==> src/rtl/fetch_agu.sv <==
// Fetch/address-generation unit: owns PC, IR/operand fetch FSM, MAR and row/col counters.
// Optional build macro FETCH_TIMEOUT_EN adds an imem_ack wait timeout in the REQ state.
module fetch_agu #(
   parameter int BUS_WIDTH = 16,
   parameter int PC_WIDTH  = 8,
   parameter int MAR_WIDTH = 8,
   parameter int ROWS      = 16,
   parameter int COLS      = 16
`ifdef FETCH_TIMEOUT_EN
   ,
   parameter int FETCH_TIMEOUT = 15
`endif
) (
   input  logic                           clk,
   input  logic                           reset_n,
   input  logic                           cu_reset,
   input  logic                           imem_read,
   input  logic                           pc_inc,
   input  logic                           jump,
   input  logic                           alu_zero,
   input  logic                           mar_inc,
   input  logic                           col_inc,
   input  logic                           row_inc,
   input  logic                           col_zero,
   output logic                           imem_req,
   output logic [PC_WIDTH-1:0]            imem_addr,
   input  logic [BUS_WIDTH-1:0]           imem_rdata,
   input  logic                           imem_ack,
   output logic [BUS_WIDTH-1:0]           ir,
   output logic [BUS_WIDTH-1:0]           operand,
   output logic [PC_WIDTH-1:0]            pc,
   output logic [MAR_WIDTH-1:0]           mar,
   output logic [$clog2(ROWS)-1:0]        row,
   output logic [$clog2(COLS)-1:0]        col,
   output logic [$clog2(ROWS*COLS)-1:0]   dmem_addr,
   output logic                           busy,
   output logic                           fetch_err
);

   localparam int ROW_W = $clog2(ROWS);
   localparam int COL_W = $clog2(COLS);
   localparam int DA_W  = $clog2(ROWS*COLS);

   typedef enum logic [1:0] {
      S_IDLE,
      S_REQ,
      S_DONE
   } state_t;

   typedef enum logic {
      K_OPER,
      K_INSTR
   } kind_t;

   state_t                 state_q, state_d;
   kind_t                  kind_q, kind_d;
   logic [PC_WIDTH-1:0]    addr_q, addr_d;
   logic [BUS_WIDTH-1:0]   ir_q, ir_d;
   logic [BUS_WIDTH-1:0]   operand_q, operand_d;
   logic [PC_WIDTH-1:0]    pc_q, pc_d;
   logic [MAR_WIDTH-1:0]   mar_q, mar_d;
   logic [ROW_W-1:0]       row_q, row_d;
   logic [COL_W-1:0]       col_q, col_d;
   logic                   err_q, err_d;
   logic [5:0]             strb_prev_q, strb_prev_d;

`ifdef FETCH_TIMEOUT_EN
   localparam int TO_W = $clog2(FETCH_TIMEOUT + 1);
   logic [TO_W-1:0]        wait_q, wait_d;
`endif

   logic [5:0] strb;
   logic [5:0] strb_rise;
   logic       read_rise, pc_rise, jump_rise, mar_rise, col_rise, row_rise;

   assign strb      = {row_inc, col_inc, mar_inc, jump, pc_inc, imem_read};
   assign strb_rise = strb & ~strb_prev_q;
   assign read_rise = strb_rise[0];
   assign pc_rise   = strb_rise[1];
   assign jump_rise = strb_rise[2];
   assign mar_rise  = strb_rise[3];
   assign col_rise  = strb_rise[4];
   assign row_rise  = strb_rise[5];

   always_comb begin
      state_d     = state_q;
      kind_d      = kind_q;
      addr_d      = addr_q;
      ir_d        = ir_q;
      operand_d   = operand_q;
      pc_d        = pc_q;
      mar_d       = mar_q;
      row_d       = row_q;
      col_d       = col_q;
      err_d       = err_q;
      strb_prev_d = strb;
`ifdef FETCH_TIMEOUT_EN
      wait_d      = wait_q;
`endif

      if (cu_reset) begin
         state_d     = S_IDLE;
         kind_d      = K_OPER;
         addr_d      = '0;
         ir_d        = '0;
         operand_d   = '0;
         pc_d        = '0;
         mar_d       = '0;
         row_d       = '0;
         col_d       = '0;
         err_d       = 1'b0;
         strb_prev_d = '0;
`ifdef FETCH_TIMEOUT_EN
         wait_d      = '0;
`endif
      end else begin
         case (state_q)
            S_IDLE: begin
               if (read_rise) begin
                  state_d = S_REQ;
                  addr_d  = pc_q;
                  kind_d  = pc_inc ? K_INSTR : K_OPER;
`ifdef FETCH_TIMEOUT_EN
                  wait_d  = '0;
`endif
               end
            end
            S_REQ: begin
               if (read_rise) err_d = 1'b1;
               if (imem_ack) begin
                  if (kind_q == K_INSTR) ir_d = imem_rdata;
                  else                   operand_d = imem_rdata;
                  state_d = S_DONE;
               end
`ifdef FETCH_TIMEOUT_EN
               // wait_q counts completed REQ cycles; abort on the FETCH_TIMEOUT-th.
               else if (wait_q == TO_W'(FETCH_TIMEOUT - 1)) begin
                  state_d = S_IDLE;
                  err_d   = 1'b1;
               end else begin
                  wait_d = wait_q + TO_W'(1);
               end
`endif
            end
            S_DONE: begin
               if (read_rise) err_d = 1'b1;
               state_d = S_IDLE;
            end
            default: state_d = S_IDLE;
         endcase

         // A taken jump overrides a same-cycle increment; a not-taken one lets it through.
         if (jump_rise && !alu_zero) pc_d = operand_q[PC_WIDTH-1:0];
         else if (pc_rise)           pc_d = pc_q + PC_WIDTH'(1);

         if (mar_rise) mar_d = mar_q + MAR_WIDTH'(1);

         if (col_zero)      col_d = '0;
         else if (col_rise) col_d = (col_q == COL_W'(COLS - 1)) ? '0 : col_q + COL_W'(1);

         if (row_rise) row_d = (row_q == ROW_W'(ROWS - 1)) ? '0 : row_q + ROW_W'(1);
      end
   end

   always_ff @(posedge clk or negedge reset_n) begin
      if (!reset_n) begin
         state_q     <= S_IDLE;
         kind_q      <= K_OPER;
         addr_q      <= '0;
         ir_q        <= '0;
         operand_q   <= '0;
         pc_q        <= '0;
         mar_q       <= '0;
         row_q       <= '0;
         col_q       <= '0;
         err_q       <= 1'b0;
         strb_prev_q <= '0;
`ifdef FETCH_TIMEOUT_EN
         wait_q      <= '0;
`endif
      end else begin
         state_q     <= state_d;
         kind_q      <= kind_d;
         addr_q      <= addr_d;
         ir_q        <= ir_d;
         operand_q   <= operand_d;
         pc_q        <= pc_d;
         mar_q       <= mar_d;
         row_q       <= row_d;
         col_q       <= col_d;
         err_q       <= err_d;
         strb_prev_q <= strb_prev_d;
`ifdef FETCH_TIMEOUT_EN
         wait_q      <= wait_d;
`endif
      end
   end

   assign imem_req  = (state_q == S_REQ);
   assign busy      = (state_q != S_IDLE);
   assign imem_addr = addr_q;
   assign ir        = ir_q;
   assign operand   = operand_q;
   assign pc        = pc_q;
   assign mar       = mar_q;
   assign row       = row_q;
   assign col       = col_q;
   assign fetch_err = err_q;
   assign dmem_addr = DA_W'(row_q) * DA_W'(COLS) + DA_W'(col_q);

endmodule

==> config.mk <==
export PLATFORM = sky130hd
export DESIGN_NAME = fetch_agu
export DESIGN_NICKNAME = d
export VERILOG_FILES = /design/src/rtl/fetch_agu.sv
export SDC_FILE = /design/constraint.sdc
export NUM_CORES = 1
export LEC_CHECK = 0
export CAP_MARGIN = 10
export CORE_ASPECT_RATIO = 0.75
export CORE_MARGIN = 4
export CORE_UTILIZATION = 35
export DETAILED_ROUTE_END_ITERATION = 10
export GPL_TIMING_DRIVEN = 0
export PLACE_DENSITY = 0.65
export SYNTH_ARGS = -nofsm -noshare
export SYNTH_HDL_FRONTEND = slang
export SYNTH_SLANG_ARGS = --single-unit
==> constraint.sdc <==
create_clock -name clk -period 1.7 [get_ports clk]
set_clock_uncertainty 0.2 [all_clocks]
set_input_delay 0.425 -clock clk [delete_from_list [all_inputs] [get_ports clk]]
set_output_delay 0.425 -clock clk [all_outputs]
set_load 0.01 [all_outputs]
# Yosys cells after proc, flatten, opt, wreduce, memory -nomap -nowiden
# Index checks and enable logic that the tools add are counted.
# totals
word_cells	80
out_inout_bits	75
latchBits	0
ramBits	0
n_memories	0
romBits	0
register_bits	74
# classes
eq_ne	7
add_sub_neg	5
n_shift	0
bitwise_logic	2
n_div	0
n_lt_le_gt_ge	0
muxes	35
mul	0
n_reduce_logical	20
# ops
op	count
$mux W16	8
$mux W8	8
$mux W4	7
$reduce_bool A2 Y1	9
$add A8 B1 Y8 const B	2
$add A4 B1 Y4 const B	2
$add A8 B4 Y8	1
$eq A4 B4 Y1 const B	2
$mux W1	7
$and A6 B6 Y6	1
$mux W2	3
$mux W6	1
$not A6 Y6	1
$reduce_and A2 Y1	3
$reduce_and A3 Y1	2
$reduce_bool A3 Y1	2
$pmux W2 S2	1
$ne A3 B2 Y1 const B	1
$ne A3 B3 Y1 const B	1
$eq A2 B1 Y1 const B	1
$eq A2 B2 Y1 const B	1
$logic_not A2 Y1	1
$ne A2 B2 Y1 const B	1
$reduce_or A2 Y1	1
other kinds (2)	2

# Longest topological paths before layout
# Gate-level depths: netlist of run 1.
# depth
ltp_word	5
mapped_depth	8
ltp_nobuf	6

# Worst setup path after synthesis of run 1
# Ideal clock, no wire load.
# synth_path
path_kind	register -> register
startpoint	reg state_q[1]
endpoint	reg operand_q[5], in the netlist operand[5]
path_buffers	2
path_stages_with_launch	9
period_less_slack_ns	1.810
setup_ns	0.136
required_ns	1.364
slack_ns	-0.110
arrival_time_ns	1.474
cell_sequence	dfrtp_1 inv_1 ha_1 nand2_1 or2_2 clkbuf_1 buf_2 nand2_1 a21oi_1
# synth_between
elab_chain_cells	3
# synth_rtl
item	line	text
start, declared	55	state_t state_q, state_d;
start signal, assigned	182	state_q <= state_d;
$eq A2 B1 Y1	-	
named net imem_req	25	output logic imem_req,
$reduce_bool A2 Y1 (no line)	-	
$reduce_and A3 Y1 (no line)	-	
end signal, assigned	186	operand_q <= operand_d;
end, declared	59	logic [BUS_WIDTH-1:0] operand_q, operand_d;
# The timed path passes the listed nets, and every way through them passes these cells.
# A chain may end at the register's enable or synchronous reset.

# Worst setup path after layout of run 1
# layout_path
startpoint	reg state_q[0]
endpoint	out busy
# layout_between
elab_chain_cells	1
# layout_rtl
item	line	text
$reduce_bool A2 Y1	200	assign busy = (state_q != S_IDLE);
end, declared	36	output logic busy,
# Every way passes these cells.

==> run summary, run 1 <==
area grow syn2layout -> 59.8%
mean post-synth cell area -> 9.51 um2
final cell count without fillers -> 627
Worst Path Required -> 1.07 ns
min-delay src -> cu_reset
Total GRT Usage -> 17.4%
Die Area -> 0.0111 mm2
slew at the pin closest to its max-slew limit -> 0.614 ns
Peak VDD IR -> 0.373 mV
syn nets -> 384
Vias/cell -> 4.81
Yosys reg bits -> 74
antenna-violating nets left -> 0
final RePlAce weighted congestion -> 0.799
Place WS -> -0.590 ns
CP startpoint -> state_q[0]$_DFFE_PN0P_
TritonCTS buffer count -> 9
Max-Cap Viols -> 0
DRT iter0 DRCs -> 226
slowest stage cell, crit path -> dfrtp_2
RSZ-0062 raised after global routing -> yes
Core ar. -> 0.00916 mm2
Largest delay share family, worst path -> flip-flops
register area share after synthesis -> 55.8%
wire per inst -> 15.5 um
Worst EP arrival -> 1.13 ns
Pwr Density -> 834 mW/mm2
Leak -> 2.56 nW
io pins -> 103
WP buf/inv -> 3
GRT overflow -> 0
clock transition at the registers of the reported paths -> 0.05 ns
initial antenna violation count -> 0
netlist area before placement -> 0.00332 mm2
std cell rows -> 30
first-pass GRT wire length -> 15100 um
Clk Latency, worst-skew pair -> 0.33 ns
Yosys top cell area share -> 55.8%
detailed placement HPWL -> 6520 um
DRC -> 0
status -> finished with violations
Worst Hold Class -> primary input to flop
Setup CP Type -> flop to output pin
count of final setup violators -> 2
slew margin rel. -> 59.0%
CTS sink count -> 74
Die X -> 120 um
Largest stage delay, worst path -> 0.44 ns
post-layout min period -> 1.75 ns
failing checks -> negative setup slack
share of cells above drive strength 1 -> 26.5%
cell taking the most area after synthesis -> dfrtp_1
Initial Utilization -> 36.2%
Fin. Hold Viols -> 0
Gate Count Post-Synth -> 349
CP Launch Type -> flop
CP Max Fanout -> 4
clock root cell -> clkbuf_16
CTS Buffer Depth -> 2
chip height -> 92.3 um
fin nets -> 531
Crit. End Element -> output pin
PortBufs -> 101
FF-to-FF Start -> pc[1]$_DFFE_PN0P_
Slew Viols, Final -> 0
cell count after placement -> 579
Reg2Reg Setup Slack -> 0.02 ns
Distinct cells, synth -> 35
leading post-synthesis cells by cell area -> dfrtp_1 56%, nand2_1 9.8%, a21oi_1 7.2%
setup ws final -> -0.0509 ns
fin crit share -> 103%
critical-path cell list -> inv_2 -> ha_4 -> inv_4 -> buf_6
H-tree levels -> 3
vias -> 3014
antenna cell count -> 0
First-pass DRT Iterations -> 5
Post-Route WL -> 9740 um
vias in the first global route -> 2889
Synth Warn # -> 0
CTS tree -> yes
pin count of the biggest net entering global routing -> 70
highest clock rate -> 571 MHz
Fin Setup TNS -> -0.0890 ns
==> Yosys cell counts <==
| cell type | number |
|---|---|
| buf_1 | 3 |
| nor4_1 | 1 |
| or2_2 | 1 |
| and2_1 | 1 |
| nor3_1 | 4 |
| clkbuf_1 | 10 |
| nand3b_1 | 1 |
| and3b_1 | 1 |
| inv_1 | 5 |
| or3b_1 | 2 |
| mux2i_1 | 6 |
| xnor2_1 | 5 |
| and4b_1 | 1 |
| dfrtp_1 | 74 |
| nand2_1 | 87 |
| a31oi_1 | 1 |
| ha_1 | 7 |
| nand4_2 | 1 |
| buf_2 | 5 |
| and2b_1 | 1 |
| a21oi_1 | 48 |
| nand3_1 | 12 |
| a311oi_1 | 1 |
| nand4_1 | 3 |
| or3_1 | 4 |
| nor2_1 | 20 |
| nand2b_1 | 1 |
| o21ai_0 | 6 |
| and2b_2 | 1 |
| nor2b_1 | 9 |
| a211oi_2 | 1 |
| and3_1 | 1 |
| a211oi_1 | 8 |
| buf_4 | 8 |
| xor2_1 | 9 |
==> power by group <==
part / switching [mW] / internal [mW] / leakage, nW
clock network: 0.690 / 1.19 / 0.147
registers: 0.0561 / 1.83 / 1.00
logic: 0.336 / 0.321 / 1.41
total: 1.08 / 3.34 / 2.56
==> metal layers <==
metal	up-vias	global-route usage, %	wire (um)
met1	1446	24.5	4550
li1	1457	-	-
met4	0	5.19	136
met3	12	5.49	714
met5	-	0	0
met2	99	25.7	4340
==> state kept, by name, summed over array words and instances, names as in the netlist <==
signal and cells:
pc 8, row 4, col 4, mar 8, fetch_err 1, imem_addr 8
operand 16, state_q 2, kind_q 1, strb_prev_q 6, ir 16
==> through the flow <==
stage                     area [um2]  util, %  hold slack [ns]  power [mW]
after CTS                       5010     54.7            0.244        4.38
after floorplan                 3330        -          -0.0706        2.14
final                           5300     57.9            0.243        4.43
after global routing            5300     57.9            0.254        4.61
after detailed placement        4530     49.4           0.0516        2.45
after global placement          4500     49.2            0.282        2.44
==> worst register-to-register path, cell delays in order, from the launching register on <==
cell and delay, ns:
dfrtp_1 0.43, and4b_1 0.24, or3b_4 0.38, xor2_1 0.16, a211oi_2 0.18
==> what timing repair did <==
| item | in CTS | in global routing |
|---|---|---|
| cloned | 0 | 1 |
| pin swaps | 2 | 20 |
| hold buffers | 1 | 0 |
| hold endpoints to repair | 74 | 0 |
| setup buffers | 31 | 16 |
| setup endpoints to repair | 114 | 60 |
| resized for setup | 151 | 63 |
==> kinds of logic after synthesis <==
logic type / count (synthesis) / synth area share (%)
buffers and inverters: 31 / 4.60
AOI/OAI and AO/OA: 65 / 10.8
adders and majority gates: 7 / 2.64
and+or+nand+nor: 152 / 20.7
muxes: 6 / 1.81
xor gates and xnor gates: 14 / 3.70
DFF: 74 / 55.8
==> path summary, 6_finish.rpt <==
path / end / depth (start not counted)
max in group asynchronous: row[0]$_DFFE_PN0P_ / 3
worst min-delay path: pc[0]$_DFFE_PN0P_ / 2
min in group asynchronous: col[2]$_DFFE_PN0P_ / 2
worst min register to register: fetch_err$_DFFE_PN0P_ / 2
worst max-delay path: busy / 4
worst max register to register: pc[7]$_DFFE_PN0P_ / 4
==> cell type report <==
cell class | instances | area, um2
Buffer | 16 | 101
Clock buffer | 11 | 253
Clock inverter | 3 | 40.0
Fill cell | 836 | 3850
Inverter | 5 | 21.3
Multi-Input combinational cell | 244 | 1520
Sequential cell | 74 | 1860
Tap cell | 128 | 160
Timing Repair Buffer | 146 | 1350
==> placed cells by master, fill, tap and decap left out, types with 2 or more instances in the layout <==
cell             count
nand2_1             75
dfrtp_1             66
dlygate4sd2_1       59
a21oi_1             38
buf_4               37
clkdlybuf4s50_1     23
buf_6               19
nor2_1              19
nand3_1             11
a21oi_2             10
clkbuf_16           10
xor2_1               9
dfrtp_2              8
nor2b_1              7
nand2_4              7
clkdlybuf4s15_1      7
mux2i_1              6
nand2_2              5
xnor2_1              5
a211oi_1             5
clkbuf_1             4
o21ai_0              4
or3_1                4
a211oi_2             4
ha_1                 4
buf_2                3
buf_1                3
nand4_1              3
nor3_1               3
inv_2                2
inv_1                2
nor2b_4              2
and2b_2              2
or3b_4               2
ha_4                 2
clkbuf_8             2
clkinv_2             2
Power figures use the tool's default switching activity.
==> run 2, diff against run 1 <==
--- a/config.mk
+++ b/config.mk
@@ -5,13 +5,14 @@
 export SDC_FILE = /design/constraint.sdc
 export NUM_CORES = 1
 export LEC_CHECK = 0
+export ABC_CLOCK_PERIOD_IN_PS = 1700
 export CAP_MARGIN = 10
 export CORE_ASPECT_RATIO = 0.75
 export CORE_MARGIN = 4
 export CORE_UTILIZATION = 35
 export DETAILED_ROUTE_END_ITERATION = 10
+export DONT_BUFFER_PORTS = 1
 export GPL_TIMING_DRIVEN = 0
-export PLACE_DENSITY = 0.65
 export SYNTH_ARGS = -nofsm -noshare
 export SYNTH_HDL_FRONTEND = slang
 export SYNTH_SLANG_ARGS = --single-unit
==> run summary, run 2 (synthesized netlist as in run 1, its figures left out) <==
status -> finished with violations
failing checks -> negative hold slack
commonest cells after routing, fill and taps aside -> 85 x nand2_1, 68 x dfrtp_1, 48 x a21oi_1, 19 x nor2_1, 11 x nand3_1
Max-Cap Viols -> 0
FF-to-FF Start -> pc[0]$_DFFE_PN0P_
final RePlAce weighted congestion -> 0.779
DRC -> 0
antenna cell count -> 0
vias -> 2476
H-tree levels -> 3
Die X -> 120 um
count of final setup violators -> 0
WP buf/inv -> 0
Largest stage delay, worst path -> 0.44 ns
Reg2Reg Depth -> 4
initial antenna violation count -> 0
Reg2Reg Setup Slack -> 0.02 ns
share of cells above drive strength 1 -> 14.6%
Setup CP Type -> flop to flop
io pins -> 103
wire per inst -> 17.4 um
cell count after placement -> 477
Finished Core Util -> 42.4%
Total GRT Usage -> 15.9%
Worst EP arrival -> 1.73 ns
Fill cells -> 926
first-pass GRT wire length -> 13700 um
Worst Hold Class -> primary input to asynchronous set/reset pin
pin count of the biggest net entering global routing -> 75
area grow syn2layout -> 16.9%
Post-Route WL -> 8540 um
clock root cell -> clkbuf_16
slew margin rel. -> 61.1%
std cell rows -> 30
Initial Utilization -> 36.2%
Largest delay share family, worst path -> simple AND/OR/NAND/NOR gates
Placed Area -> 0.00349 mm2
most common cell after layout, fill and taps aside -> nand2_1
PortBufs -> 0
setup ws final -> 0.0160 ns
critical-path cell list -> and4b_1 -> or3b_1 -> xor2_1 -> a211oi_2
Place WS -> -0.219 ns
Fin. Hold Viols -> 74
Clk Latency, worst-skew pair -> 0.33 ns
Die Area -> 0.0111 mm2
count of hold-fix buffers inserted at cts -> 1
final cell count without fillers -> 491
CTS tree -> yes
RSZ-0062 raised after global routing -> yes
fin crit share -> 99.1%
TritonCTS buffer count -> 9
First-pass DRT Iterations -> 5
post-layout min period -> 1.68 ns
GRT overflow -> 0
Worst Path Required -> 1.75 ns
slew at the pin closest to its max-slew limit -> 0.583 ns
Core ar. -> 0.00916 mm2
Peak VDD IR -> 0.669 mV
Vias/cell -> 5.04
fin nets -> 393
Finished Cell Area -> 0.00388 mm2
CTS sink count -> 74
chip height -> 92.3 um
CP Launch Type -> flop
Pwr Density -> 1060 mW/mm2
Tot Pwr -> 4.13 mW
Crit. End Element -> flop
clock transition at the registers of the reported paths -> 0.06 ns
Leak -> 1.65 nW
CP Max Fanout -> 5
FF-to-FF End -> pc[7]$_DFFE_PN0P_
Hold Slack -> -0.416 ns
slowest stage cell, crit path -> dfrtp_2
detailed placement HPWL -> 6190 um
Slew Viols, Final -> 0
vias in the first global route -> 2522
antenna-violating nets left -> 0
highest clock rate -> 594 MHz
DRT iter0 DRCs -> 115
CTS Buffer Depth -> 2
-- run 2: cell types whose count changed in the layout (fill, tap and decap cells not counted), moves of 3 or more --
cell             before  now
nand2_4               7    0
buf_6                19    1
clkdlybuf4s50_1      23    0
nand2_1              75   85
a21oi_1              38   48
buf_4                37   10
clkdlybuf4s15_1       7    0
nand2_2               5    2
a21oi_2              10    0
a211oi_2              4    1
a211oi_1              5    8
dlygate4sd2_1        59    0
-- run 2: stage by stage --
stage	hold slack, ns	setup TNS (ns)
floorplan	-0.0706	0
global placement	-0.0686	-5.30
detailed placement	-0.0685	-7.02
CTS	-0.432	-0.0436
global route	-0.436	-0.161
finish	-0.416	0
-- run 2: routing by layer --
layer	up-vias	GRT usage, %	routed length (um)
li1	1177	-	-
met1	1204	20.6	3770
met2	77	23.6	3870
met3	18	6.65	705
met4	0	6.32	196
met5	-	0	0
-- run 2: timing repair --
item                       CTS  global route
resized for setup           18            15
setup buffers                1             0
setup endpoints to repair   32            33
hold endpoints to repair    78            74
pin swaps                    2             1
-- run 2: where the power goes --
| group | total, mW | switching [mW] | internal, mW |
|---|---|---|---|
| logic | 0.294 | 0.177 | 0.117 |
| clock network | 1.91 | 0.701 | 1.21 |
| registers | 1.93 | 0.101 | 1.83 |
| total | 4.13 | 0.979 | 3.15 |
-- run 2: area by class of cell --
cell class	instances	area, um2	area share, %
Clock buffer	11	253	6.51
Multi-Input combinational cell	244	1380	35.5
Buffer	22	138	3.55
Tap cell	128	160	4.13
Timing Repair Buffer	2	17.5	0.451
Sequential cell	74	1860	47.9
Clock inverter	5	52.6	1.35
Inverter	5	21.3	0.548
-- run 2: worst max-delay path by stage --
| stage | endpoint | cells after the start | slack, ns | from |
|---|---|---|---|---|
| 2_1_floorplan | operand[5]$_DFFE_PN0P_ | 8 | 0.01 | state_q[1]$_DFFE_PN0P_ |
| 3_3_place_gp | imem_addr[0]$_DFFE_PN0P_ | 6 | -0.18 | state_q[0]$_DFFE_PN0P_ |
| 3_5_place_dp | imem_addr[1]$_DFFE_PN0P_ | 6 | -0.22 | state_q[0]$_DFFE_PN0P_ |
| 4_1_cts | busy | 3 | -0.03 | state_q[0]$_DFFE_PN0P_ |
| 5_1_grt | pc[7]$_DFFE_PN0P_ | 4 | -0.08 | pc[0]$_DFFE_PN0P_ |
| 6_report | pc[7]$_DFFE_PN0P_ | 4 | 0.02 | pc[0]$_DFFE_PN0P_ |
-- run 2: worst register-to-register path: stages (launching register included) --
cell	delay, ns
dfrtp_2	0.44
and4b_1	0.23
or3b_1	0.36
xor2_1	0.17
a211oi_2	0.20
==> run 3, diff against run 2 <==
--- a/config.mk
+++ b/config.mk
@@ -13,6 +13,7 @@
 export DETAILED_ROUTE_END_ITERATION = 10
 export DONT_BUFFER_PORTS = 1
 export GPL_TIMING_DRIVEN = 0
+export SETUP_SLACK_MARGIN = 0.3
 export SYNTH_ARGS = -nofsm -noshare
 export SYNTH_HDL_FRONTEND = slang
 export SYNTH_SLANG_ARGS = --single-unit
==> run summary, run 3 (synthesized netlist as in run 1, its figures left out) <==
Initial Utilization -> 36.2%
highest clock rate -> 581 MHz
area grow syn2layout -> 32.3%
FF/Latch Area -> 0.00189 mm2
slew at the pin closest to its max-slew limit -> 0.454 ns
DRT iter0 DRCs -> 117
wire per inst -> 17.9 um
Multi-input gate area -> 0.00161 mm2
PortBufs -> 0
clock transition at the registers of the reported paths -> 0.06 ns
setup ws final -> -0.0218 ns
DRC -> 0
commonest cells after routing, fill and taps aside -> 71 x nand2_1, 43 x dfrtp_1, 38 x a21oi_1, 31 x dfrtp_2, 14 x nor2_1
Worst Hold Class -> primary input to asynchronous set/reset pin
TritonCTS buffer count -> 9
vias -> 2549
Placed Area -> 0.00358 mm2
status -> finished with violations
CP Max Fanout -> 5
post-layout min period -> 1.72 ns
First-pass DRT Iterations -> 5
Pint -> 3.21 mW
Clk Latency, worst-skew pair -> 0.33 ns
Hold Slack -> -0.411 ns
slew margin rel. -> 69.7%
Crit. End Element -> flop
H-tree levels -> 3
clock root cell -> clkbuf_16
GRT overflow -> 0
Total GRT Usage -> 16.5%
first-pass GRT wire length -> 14200 um
detailed placement HPWL -> 6200 um
Reg2Reg Setup Slack -> -0.02 ns
Fill cells -> 883
antenna-violating nets left -> 0
final RePlAce weighted congestion -> 0.741
Die X -> 120 um
share of cells above drive strength 1 -> 37.9%
cell count after placement -> 477
Sw Ratio -> 24.2%
fin crit share -> 101%
Clk network pwr share -> 43.9%
Worst EP arrival -> 1.71 ns
RSZ-0062 raised after global routing -> yes
std cell rows -> 30
power share of the combinational group -> 10.2%
antenna cell count -> 0
FF-to-FF Start -> state_q[1]$_DFFE_PN0P_
Pwr Density -> 964 mW/mm2
failing checks -> negative hold slack, negative setup slack
Post-Route WL -> 9090 um
chip height -> 92.3 um
Max-Cap Viols -> 0
Vias/cell -> 5.02
count of hold-fix buffers inserted at cts -> 1
CP Launch Type -> flop
Leak -> 1.80 nW
Peak VDD IR -> 0.570 mV
sequential share of power -> 45.9%
fin nets -> 410
io pins -> 103
CTS tree -> yes
most common cell after layout, fill and taps aside -> nand2_1
count of final setup violators -> 7
Finished Cell Area -> 0.00439 mm2
Slew Viols, Final -> 0
vias in the first global route -> 2576
Setup CP Type -> flop to flop
initial antenna violation count -> 0
Die Area -> 0.0111 mm2
CTS Buffer Depth -> 2
Tot Pwr -> 4.23 mW
Fin. Hold Viols -> 74
pin count of the biggest net entering global routing -> 75
final cell count without fillers -> 508
net switching power -> 1.02 mW
Core ar. -> 0.00916 mm2
CTS sink count -> 74
Worst Path Required -> 1.69 ns
CP startpoint -> state_q[1]$_DFFE_PN0P_
==> run 3: cell count changes in the layout (fill, tap and decap cells not counted), moves of 8 or more <==
| cell | previous run | this run |
|---|---|---|
| buf_8 | 0 | 8 |
| a21oi_1 | 48 | 38 |
| dfrtp_1 | 68 | 43 |
| nand2_1 | 85 | 71 |
| nand2_2 | 2 | 11 |
| dfrtp_2 | 6 | 31 |
| buf_6 | 1 | 10 |
| a21oi_2 | 0 | 10 |
==> run 3: path summary, 6_finish.rpt <==
kind,end,cells after the start
setup / recovery,operand[6]$_DFFE_PN0P_,8
hold / removal,pc[0]$_DFFE_PN0P_,0
setup reg to reg,operand[6]$_DFFE_PN0P_,8
hold reg to reg,imem_addr[6]$_DFFE_PN0P_,2
max in group asynchronous,operand[10]$_DFFE_PN0P_,0
min in group clk,ir[9]$_DFFE_PN0P_,2
==> run 3: timing repair <==
| item | 4_1_cts | 5_1_grt |
|---|---|---|
| cloned | 2 | 1 |
| resized for setup | 76 | 48 |
| pin swaps | 14 | 9 |
| endpoints found under the setup margin | 98 | 113 |
| buffers inserted | 8 | 3 |
| hold endpoints to repair | 78 | 74 |
==> run 3: final cells by class <==
cell class              instances  share of cell area, %
clock buffers                  13                   5.70
clock inverters                 3                  0.912
well taps                     128                   3.65
plain buffers                  26                   5.82
inverters                       5                  0.428
multi-input cells             244                   36.6
flip-flops and latches         74                   43.1
repair buffers                 15                   3.82
==> run 3: worst max-delay path: stages, from the launching register on <==
cell       delay [ns]
dfrtp_1          0.38
inv_2            0.10
ha_4             0.20
nand2_4          0.07
or2_4            0.23
buf_8            0.13
clkbuf_16        0.15
nand2_1          0.06
a21oi_1          0.06
==> run 3: through the flow <==
step | TNS (ns) | util (%) | hold slack (ns) | setup slack (ns)
after floorplan | 0 | - | -0.0706 | 0.0922
after global placement | -2.36 | 39.1 | -0.0684 | -0.136
after detailed placement | -3.87 | 39.1 | -0.0686 | -0.209
after CTS | -0.199 | 45.8 | -0.424 | -0.0291
after global routing | -1.04 | 47.9 | -0.432 | -0.0932
final | -0.109 | 47.9 | -0.411 | -0.0218
==> run 3: power by group through the flow <==
stage                     sequential [mW]  combinational [mW]  clock, mW
after global placement               1.96               0.292          0
after CTS                            1.94               0.386       1.91
final                                1.94               0.432       1.86
after detailed placement             1.96               0.299          0
after global routing                 1.95               0.475       2.00
after floorplan                      1.93               0.238          0
==> run 3: per-layer routing <==
layer	share of wire [%]	GRT usage, %	vias to the layer above
met5	0	0	-
met4	1.1	4.25	0
met3	8.4	7.45	9
met2	46	25.3	77
met1	44	21.2	1244
li1	-	-	1219
